==> config.mk <==
export PLATFORM = sky130hd
export DESIGN_NAME = gnrl_pipe_slice
export DESIGN_NICKNAME = d
export VERILOG_FILES = /design/src/rtl/gnrl_pipe_slice_pkg.sv /design/src/rtl/gnrl_pipe_skid_stage.sv /design/src/rtl/gnrl_pipe_slice.sv
export SDC_FILE = /design/constraint.sdc
export NUM_CORES = 1
export LEC_CHECK = 0
export CORE_MARGIN = 1.5
export CORE_UTILIZATION = 40
export CTS_BUF_LIST = sky130_fd_sc_hd__clkbuf_4 sky130_fd_sc_hd__clkbuf_8
export CTS_CLUSTER_DIAMETER = 150
export CTS_CLUSTER_SIZE = 28
export DETAILED_ROUTE_END_ITERATION = 8
export DONT_BUFFER_PORTS = 1
export SLEW_MARGIN = 20
export SYNTH_ARGS = -nofsm -noshare
export SYNTH_HDL_FRONTEND = slang
export SYNTH_SLANG_ARGS = --single-unit
==> constraint.sdc <==
create_clock -name clk -period 5.7 [get_ports clk]
set_input_delay 1.71 -clock clk [delete_from_list [all_inputs] [get_ports clk]]
set_output_delay 1.71 -clock clk [all_outputs]
set_load 0.01 [all_outputs]
==> src/rtl/gnrl_pipe_slice_pkg.sv <==
// Purpose: shared constants and helpers for the gnrl_pipe_slice register slice.
// Latency: n/a (package only).
// Backpressure: n/a (package only).
package gnrl_pipe_slice_pkg;

    localparam int MIN_DEPTH = 1;
    localparam int MAX_DEPTH = 8;

    // Width needed to hold an occupancy of 0..2*depth (main + skid per stage).
    function automatic int cnt_width(input int depth);
        return $clog2(2 * depth + 1);
    endfunction

endpackage

==> src/rtl/gnrl_pipe_skid_stage.sv <==
// Purpose: one main+skid register stage with valid/ready on both sides.
// Latency: 1 cycle from upstream acceptance to downstream valid.
// Backpressure: up_rdy is registered (!skid full); no comb path from dn_rdy to up_rdy.
//
// Ports:
//   clk, rst_n        clock and synchronous active-low reset
//   flush             drop the held beats at the next edge (data untouched)
//   up_vld/rdy/dat    upstream side of the stage
//   dn_vld/rdy/dat    downstream side, driven straight from the main register
module gnrl_pipe_skid_stage #(
    parameter int DW       = 32,
    parameter bit RST_DATA = 1'b0
) (
    input  logic          clk,
    input  logic          rst_n,
    input  logic          flush,
    input  logic          up_vld,
    output logic          up_rdy,
    input  logic [DW-1:0] up_dat,
    output logic          dn_vld,
    input  logic          dn_rdy,
    output logic [DW-1:0] dn_dat
);

    logic          m_vld;
    logic          s_vld;
    logic [DW-1:0] m_dat;
    logic [DW-1:0] s_dat;
    logic          up_xfer;
    logic          dn_xfer;
    logic          m_free;

    assign up_rdy  = !s_vld;
    assign up_xfer = up_vld & !s_vld;
    assign dn_xfer = m_vld & dn_rdy;
    // Main can take a new beat when it is empty or its beat leaves this cycle.
    assign m_free  = dn_xfer | !m_vld;

    assign dn_vld = m_vld;
    assign dn_dat = m_dat;

    always_ff @(posedge clk) begin
        if (!rst_n) begin
            m_vld <= 1'b0;
            s_vld <= 1'b0;
        end else if (flush) begin
            m_vld <= 1'b0;
            s_vld <= 1'b0;
        end else if (m_free) begin
            // Skid has priority over upstream; up_rdy was low so no up_xfer then.
            if (s_vld) begin
                m_vld <= 1'b1;
                s_vld <= 1'b0;
            end else begin
                m_vld <= up_xfer;
            end
        end else if (up_xfer) begin
            s_vld <= 1'b1;
        end
    end

    // Data path kept separate so flush never disturbs data and RST_DATA=0
    // leaves the data registers without a reset.
    always_ff @(posedge clk) begin
        if (!rst_n) begin
            if (RST_DATA) begin
                m_dat <= '0;
                s_dat <= '0;
            end
        end else if (!flush) begin
            if (m_free) begin
                if (s_vld) begin
                    m_dat <= s_dat;
                end else if (up_xfer) begin
                    m_dat <= up_dat;
                end
            end else if (up_xfer) begin
                s_dat <= up_dat;
            end
        end
    end

endmodule

==> src/rtl/gnrl_pipe_slice.sv <==
// Purpose: DEPTH-stage valid/ready register slice with skid buffers, flush and occupancy count.
// Latency: DEPTH cycles from i_valid sampled to o_valid on an empty, unstalled slice.
// Backpressure: full rate under o_ready=1; holds 2*DEPTH beats; i_ready registered (plus flush gate).
//
// Ports:
//   clk, rst_n                 clock and synchronous active-low reset
//   flush                      drop every held beat at the next edge; blocks input this cycle
//   i_valid/i_ready/i_data     producer side
//   o_valid/o_ready/o_data     consumer side
//   count                      beats currently held, 0..2*DEPTH
module gnrl_pipe_slice
    import gnrl_pipe_slice_pkg::*;
#(
    parameter int DW       = 32,
    parameter int DEPTH    = 2,
    parameter bit RST_DATA = 1'b0,
    parameter int CW       = cnt_width(DEPTH)
) (
    input  logic          clk,
    input  logic          rst_n,
    input  logic          flush,
    input  logic          i_valid,
    output logic          i_ready,
    input  logic [DW-1:0] i_data,
    output logic          o_valid,
    input  logic          o_ready,
    output logic [DW-1:0] o_data,
    output logic [CW-1:0] count
);

    // Index i is the input side of stage i; index DEPTH is the slice output.
    logic [DEPTH:0]         vld;
    logic [DEPTH:0]         rdy;
    logic [DEPTH:0][DW-1:0] dat;

    logic          up_xfer;
    logic          dn_xfer;
    logic [CW-1:0] count_q;

    // Flush gates the producer so nothing is taken in the cycle being dropped.
    assign vld[0]     = i_valid & !flush;
    assign dat[0]     = i_data;
    assign rdy[DEPTH] = o_ready;

    assign i_ready = rdy[0] & !flush;
    assign o_valid = vld[DEPTH];
    assign o_data  = dat[DEPTH];

    for (genvar g = 0; g < DEPTH; g++) begin : g_stage
        gnrl_pipe_skid_stage #(
            .DW       (DW),
            .RST_DATA (RST_DATA)
        ) u_stage (
            .clk    (clk),
            .rst_n  (rst_n),
            .flush  (flush),
            .up_vld (vld[g]),
            .up_rdy (rdy[g]),
            .up_dat (dat[g]),
            .dn_vld (vld[g+1]),
            .dn_rdy (rdy[g+1]),
            .dn_dat (dat[g+1])
        );
    end

    assign up_xfer = i_valid & i_ready;
    assign dn_xfer = o_valid & o_ready;

    always_ff @(posedge clk) begin
        if (!rst_n) begin
            count_q <= '0;
        end else if (flush) begin
            count_q <= '0;
        end else if (up_xfer && !dn_xfer) begin
            count_q <= count_q + CW'(1);
        end else if (dn_xfer && !up_xfer) begin
            count_q <= count_q - CW'(1);
        end
    end

    assign count = count_q;

    // Simulation-only sanity: legal depth and no X on control inputs out of reset.
    a_ctrl_known : assert property (@(posedge clk)
        rst_n |-> (!$isunknown({i_valid, o_ready, flush})
                   && DEPTH >= MIN_DEPTH && DEPTH <= MAX_DEPTH));

endmodule
==> out/results.txt, run 1 <==
Outcome = finished, final reports clean
Area growth from synthesis to layout = 6.22%
Overall routed net length = 7240 µm
Hold Path Stages = 0
Count of placed standard cells in the final layout, fillers left out = 435
Vias post-DR = 2037
Initial antenna violation count = 0
Share of post-route cells with drive strength above 1 = 39.9%
Flop and latch count out of synthesis = 135
Number of antenna-violating nets in the routed design = 0
Highest clock rate = 285 MHz
Buffer count from post-CTS setup fixing = 0
Kind of end point of the critical path = output port
TritonRoute pass-1 iters = 3
Total gr overflow = 0
Vias in the first global route = 2215
CTS hold repair buffers = 0
Iter 0 DRT Violations = 104
Final-layout fill cell count = 1116
Crit path buffers/inverters = 0
Syn. warnings = 0
Hold Violations, Final = 0
Total number of nets in the final design = 289
Class of the tightest hold or removal check = reg -> reg
Worst vdd ir = 137 µV
Portion of the post-synthesis area used by sequential elements = 76.2%
Power Density = 344 mW/mm²
Post-synthesis net count = 307
Dominant cell type by area after synthesis = sky130_fd_sc_hd__edfxtp_1
Clock tree from TritonCTS = built
Max incr delay on CP = 90 ps
Slowest cell on the critical path = sky130_fd_sc_hd__nor2_4
Area enclosed by the die boundary = 0.0138 mm²
HPWL after DPL = 4370 µm
IO buf count = 0
Cell count of the worst reg-to-reg path = 8
Arrival time worst endpoint = 1800 ps
Worst Hold Margin = 446 ps
Top post-synthesis cells by count = sky130_fd_sc_hd__edfxtp_1 (128), sky130_fd_sc_hd__mux2_2 (64), sky130_fd_sc_hd__buf_4 (32), sky130_fd_sc_hd__buf_6 (8), sky130_fd_sc_hd__dfxtp_1 (7)
Top FF cell, synth = sky130_fd_sc_hd__edfxtp_1
Area share of the leading cell type in the synthesized netlist = 73.5%
Clock root buffer = sky130_fd_sc_hd__clkbuf_8
# clock sinks = 135
RSZ-0062 raised after global routing = false
Most used standard cell by instance count after synthesis = sky130_fd_sc_hd__edfxtp_1
Series of cell instances along the critical path = nor2_4
Clock transition at path regs = 70 ps
Placed Instances = 403
Setup violators final = 0
Count of H-tree levels built during CTS = 4
Starting Density = 41.2%
Proportion of synthesized flip-flops having asynchronous set or reset = 0%
Most area-consuming cells after synthesis = sky130_fd_sc_hd__edfxtp_1 (74%), sky130_fd_sc_hd__mux2_2 (14%), sky130_fd_sc_hd__buf_4 (4.6%), sky130_fd_sc_hd__dfxtp_1 (2.7%), sky130_fd_sc_hd__buf_6 (1.7%)
Core Footprint = 0.0127 mm²
Detailed-route DRC error count = 0
Post-layout min period = 3510 ps
IO Pins = 74
Clock latency at the later pin of the worst-skew pair = 440 ps
Post-Route Setup TNS = 0 ps
Leakage power = 1.73 nW
Routed vias/inst = 4.68
Count of pins over their slew limit = 0
Final Power = 1.91 mW
Worst path depth = 1
Number of buffers added by the clock tree synthesis step = 17
Number of buffers between clock root and the deepest sink = 2
Maximum number of pins on one net before global-route repair = 37
Routed WL per cell = 16.6 µm
EDFF count, synth = 128
Critical Path RT = 3990 ps
Die width = 117 µm
Inserted Diodes = 0
Worst clock skew on the final layout = 4.98 ps
Global-route wire length before repair = 11900 µm
All-layer global routing usage = 11.9%
Netlist Area Pre-Place = 0.00523 mm²
Vertical extent of the die = 117 µm
Max cap viols = 0
Cells after synthesis = 268
Final worst path period share = 61.7%
Kind of cell adding the most delay to the critical path = simple AND/OR/NAND/NOR gates
Post_cts resized = 0
Worst reg-to-reg setup slack = 3350 ps
Cell variety after synth = 23
Worst-path maximum fanout = 2
Slew at the pin closest to its max-slew limit = 876 ps
GPL Wtd Cong = 0.724
Startpoint type of the worst setup path = input pin
CP Class = in -> out
Relative slew slack = 41.6%
Site row count = 41
Post-synthesis area per instance = 19.5 µm²
report_power, final:
group | leakage [nW] | internal [mW] | total (mW) | switching (mW)
registers | 1.22 | 1.09 | 1.10 | 0.00661
clock network | 0.192 | 0.425 | 0.781 | 0.357
logic | 0.320 | 0.0169 | 0.0317 | 0.0148
total | 1.73 | 1.53 | 1.91 | 0.378
cell type report:
class	count	area (µm²)	area share (%)
inverters	2	7.51	0.135
multi-input cells	90	917	16.5
repair buffers	4	30.0	0.541
clock buffers	17	234	4.21
clock inverters	15	161	2.91
flip-flops and latches	135	3990	71.8
well taps	172	215	3.88
placed cells by master, fill, tap and decap left out, types with 3 or more instances in the layout:
master                       Yosys  layout
sky130_fd_sc_hd__edfxtp_1      128     128
sky130_fd_sc_hd__dfxtp_1         7       5
sky130_fd_sc_hd__buf_4          32       4
sky130_fd_sc_hd__clkbuf_8        0      17
sky130_fd_sc_hd__clkinv_2        0       5
sky130_fd_sc_hd__nor2_1          4       4
sky130_fd_sc_hd__mux2_2         64      64
sky130_fd_sc_hd__a21oi_1         3       3
sky130_fd_sc_hd__bufinv_16       0       3
sky130_fd_sc_hd__clkinvlp_4      0       4
per-layer routing:
layer  track usage, %  vias up  routed length [µm]
li1                 -      953                   -
met1             12.8     1009                2960
met2             18.6       58                3620
met3             5.16       17                 402
met4             8.64        0                 254
met5                0        -                   0
path summary, 6_finish.rpt:
| check | from | endpoint |
|---|---|---|
| max | flush | i_ready |
| min | g_stage[0].u_stage.dn_dat[5]$_DFFE_PP_ | g_stage[1].u_stage.s_dat[5]$_DFFE_PP_ |
| max reg2reg | g_stage[0].u_stage.s_vld$_SDFFE_PP0N_ | count[2]$_SDFFE_PP0P_ |
| min reg2reg | g_stage[0].u_stage.dn_dat[5]$_DFFE_PP_ | g_stage[1].u_stage.s_dat[5]$_DFFE_PP_ |
flip-flops by register name, indices dropped and copies added (netlist names):
name,cells
g_stage.u_stage.s_dat,64
g_stage.u_stage.dn_vld,2
g_stage.u_stage.dn_dat,64
g_stage.u_stage.s_vld,2
count,3
kinds of logic after synthesis:
group | share of synthesized area [%]
XOR/XNOR | 0.335
flip-flops | 76.2
AND/OR/NAND/NOR | 1.89
AO/OA/AOI/OAI | 0.383
adder cells (fa/ha/maj) | 0.622
multiplexers | 14.0
buffers and inverters | 6.56
stage by stage:
step / area, µm² / util, % / setup WS [ps]
finish: 5550 / 43.8 / 2190
global route: 5550 / 43.8 / 2180
CTS: 5550 / 43.8 / 2180
detailed placement: 5160 / 40.7 / 2180
global placement: 5160 / 40.7 / 2180
floorplan: 5230 / - / 98.9
Power figures use the tool's default switching activity.
==> run 2: changes to the inputs <==
==> constraint.sdc (replaced) <==
create_clock -name clk -period 3.01 [get_ports clk]
set_input_delay 0.903 -clock clk [delete_from_list [all_inputs] [get_ports clk]]
set_output_delay 0.903 -clock clk [all_outputs]
set_load 0.01 [all_outputs]
==> run 2 against run 1 <==
Clock power is 84% higher; critical path depth up 7; clock skew rose by 4.4 ps; sequential share of layout area fell by 0.39 points; global-route usage rose by 0.13 points; core utilization up 0.24 points; sequential power increased by 89%; cell count grew 0.69%; register-to-register slack got worse by 2300 ps; wire length up 2.7%; via count grew 1.9%; critical path type is now in -> reg; largest power group unchanged.
==> out/results.txt, run 2 (same netlist as run 1, synthesis figures left out) <==
Post-route cell area = 0.00558 mm²
Final Power = 3.58 mW
Hold Path Stages = 0
Routed WL per cell = 17.0 µm
Number of buffers added by the clock tree synthesis step = 17
Worst reg-to-reg setup slack = 1050 ps
Slowest cell on the critical path = sky130_fd_sc_hd__fa_1
Area of the multi-input gates = 938 µm²
# clock sinks = 135
Vertical extent of the die = 117 µm
Vias in the first global route = 2191
TritonRoute pass-1 iters = 4
Total number of nets in the final design = 292
All-layer global routing usage = 12.0%
FF+latch area = 0.00399 mm²
Placed cell areas = 0.00520 mm²
RSZ-0062 raised after global routing = false
Core Footprint = 0.0127 mm²
Placed Instances = 406
Iter 0 DRT Violations = 68
Relative slew slack = 62.8%
Initial antenna violation count = 0
Area growth from synthesis to layout = 6.80%
Crit path buffers/inverters = 1
Kind of end point of the critical path = register
Kind of cell adding the most delay to the critical path = simple AND/OR/NAND/NOR gates
Final worst path period share = 67.0%
Number of antenna-violating nets in the routed design = 0
Post-layout utilization of the core = 44.1%
Max cap viols = 0
Worst-path maximum fanout = 2
CTS hold repair buffers = 0
CP Class = in -> reg
Outcome = finished, final reports clean
Reg2Reg Launch Point = g_stage[0].u_stage.s_vld$_SDFFE_PP0N_
Reg2reg end = g_stage[0].u_stage.dn_dat[27]$_DFFE_PP_
Clock transition at path regs = 80 ps
Routed vias/inst = 4.74
Post_cts resized = 0
Arrival time worst endpoint = 2390 ps
Class of the tightest hold or removal check = reg -> reg
Clock tree from TritonCTS = built
Leakage power = 1.74 nW
Power Density = 641 mW/mm²
Startpoint type of the worst setup path = input pin
Highest clock rate = 496 MHz
Clock latency at the later pin of the worst-skew pair = 450 ps
Clock root buffer = sky130_fd_sc_hd__clkbuf_8
Slew at the pin closest to its max-slew limit = 558 ps
Count of placed standard cells in the final layout, fillers left out = 438
Post-Route Setup TNS = 0 ps
Site row count = 41
Cell count of the worst reg-to-reg path = 4
Terminating pin of the worst hold path = g_stage[1].u_stage.s_dat[7]$_DFFE_PP_
IO Pins = 74
Number of buffers between clock root and the deepest sink = 2
IO buf count = 0
Max incr delay on CP = 370 ps
Detailed-route DRC error count = 0
GPL Wtd Cong = 0.737
Series of cell instances along the critical path = nor2_4 -> and2_1 -> ha_1 -> inv_1 -> fa_1 -> xor2_1 -> or3_1 -> a21oi_1
Final-layout fill cell count = 1109
Global-route wire length before repair = 11800 µm
Hold Violations, Final = 0
Buffer count from post-CTS setup fixing = 0
Leading cell type in the layout, fill and taps excluded = sky130_fd_sc_hd__edfxtp_1
Count of pins over their slew limit = 0
Worst clock skew on the final layout = 9.40 ps
HPWL after DPL = 4540 µm
Hold Crit Start = g_stage[0].u_stage.dn_dat[7]$_DFFE_PP_
Inserted Diodes = 0
Die width = 117 µm
Starting Density = 41.2%
Overall routed net length = 7430 µm
Area enclosed by the die boundary = 0.0138 mm²
Setup violators final = 0
Count of H-tree levels built during CTS = 4
Maximum number of pins on one net before global-route repair = 34
Vias post-DR = 2075
Worst vdd ir = 322 µV
Post-layout min period = 2020 ps
Critical Path RT = 3390 ps
Share of post-route cells with drive strength above 1 = 41.4%
Most used cells in the layout excluding fill and tap cells = sky130_fd_sc_hd__edfxtp_1 (128), sky130_fd_sc_hd__mux2_2 (64), sky130_fd_sc_hd__clkbuf_8 (17), sky130_fd_sc_hd__buf_4 (7)
Total gr overflow = 0
[run 2: cell count changes in the layout (fill, tap and decap cells not counted), sizes merged]
cell	delta
buf	+3
clkbuf	+2
bufinv	-1
clkinv	-1
[run 2: worst max-delay path by stage]
stage	start	to	slack [ps]	cells past startpoint
after floorplan	flush	g_stage[1].u_stage.s_dat[0]$_DFFE_PP_	-470	3
after global placement	flush	count[2]$_SDFFE_PP0P_	610	8
after detailed placement	flush	count[2]$_SDFFE_PP0P_	550	8
after CTS	g_stage[0].u_stage.s_vld$_SDFFE_PP0N_	g_stage[0].u_stage.dn_dat[4]$_DFFE_PP_	980	4
after global routing	g_stage[0].u_stage.s_vld$_SDFFE_PP0N_	g_stage[0].u_stage.dn_dat[4]$_DFFE_PP_	900	4
final	flush	count[2]$_SDFFE_PP0P_	990	8
[run 2: routing by layer]
layer  up-vias  part of all wire (%)  track usage (%)  wire (µm)
met5         -                     0                0          0
met4         0                   2.3             8.18        168
met3        14                   8.4             7.00        627
met2        66                    49             18.5       3640
met1      1040                    40             12.4       2990
li1        955                     -                -          -
[run 2: report_power, final]
part           internal [mW]  leakage (nW)  total (mW)  switching [mW]
logic                 0.0327         0.338      0.0622          0.0295
clock network          0.746         0.188        1.44           0.692
registers               2.07          1.22        2.08          0.0126
total                   2.85          1.74        3.58           0.734
[run 2: layout make-up]
cell class / count / share of cell area [%]
flip-flops and latches: 135 / 71.4
multi-input cells: 90 / 16.8
clock buffers: 19 / 4.46
well taps: 172 / 3.86
clock inverters: 13 / 2.38
repair buffers: 7 / 0.941
inverters: 2 / 0.134
[run 2: stage by stage]
step           hold slack [ps]  worst slack, ps
2_1_floorplan              422             -469
3_3_place_gp               425              612
3_5_place_dp               432              548
4_1_cts                    451              981
5_1_grt                    465              896
6_report                   443              993
[run 2: worst register-to-register path, delay by kind of cell (launching register included)]
family | cells | cell delay, ps
flip-flops | 1 | 350
AND/OR/NAND/NOR | 2 | 410
buffers and inverters | 2 | 840
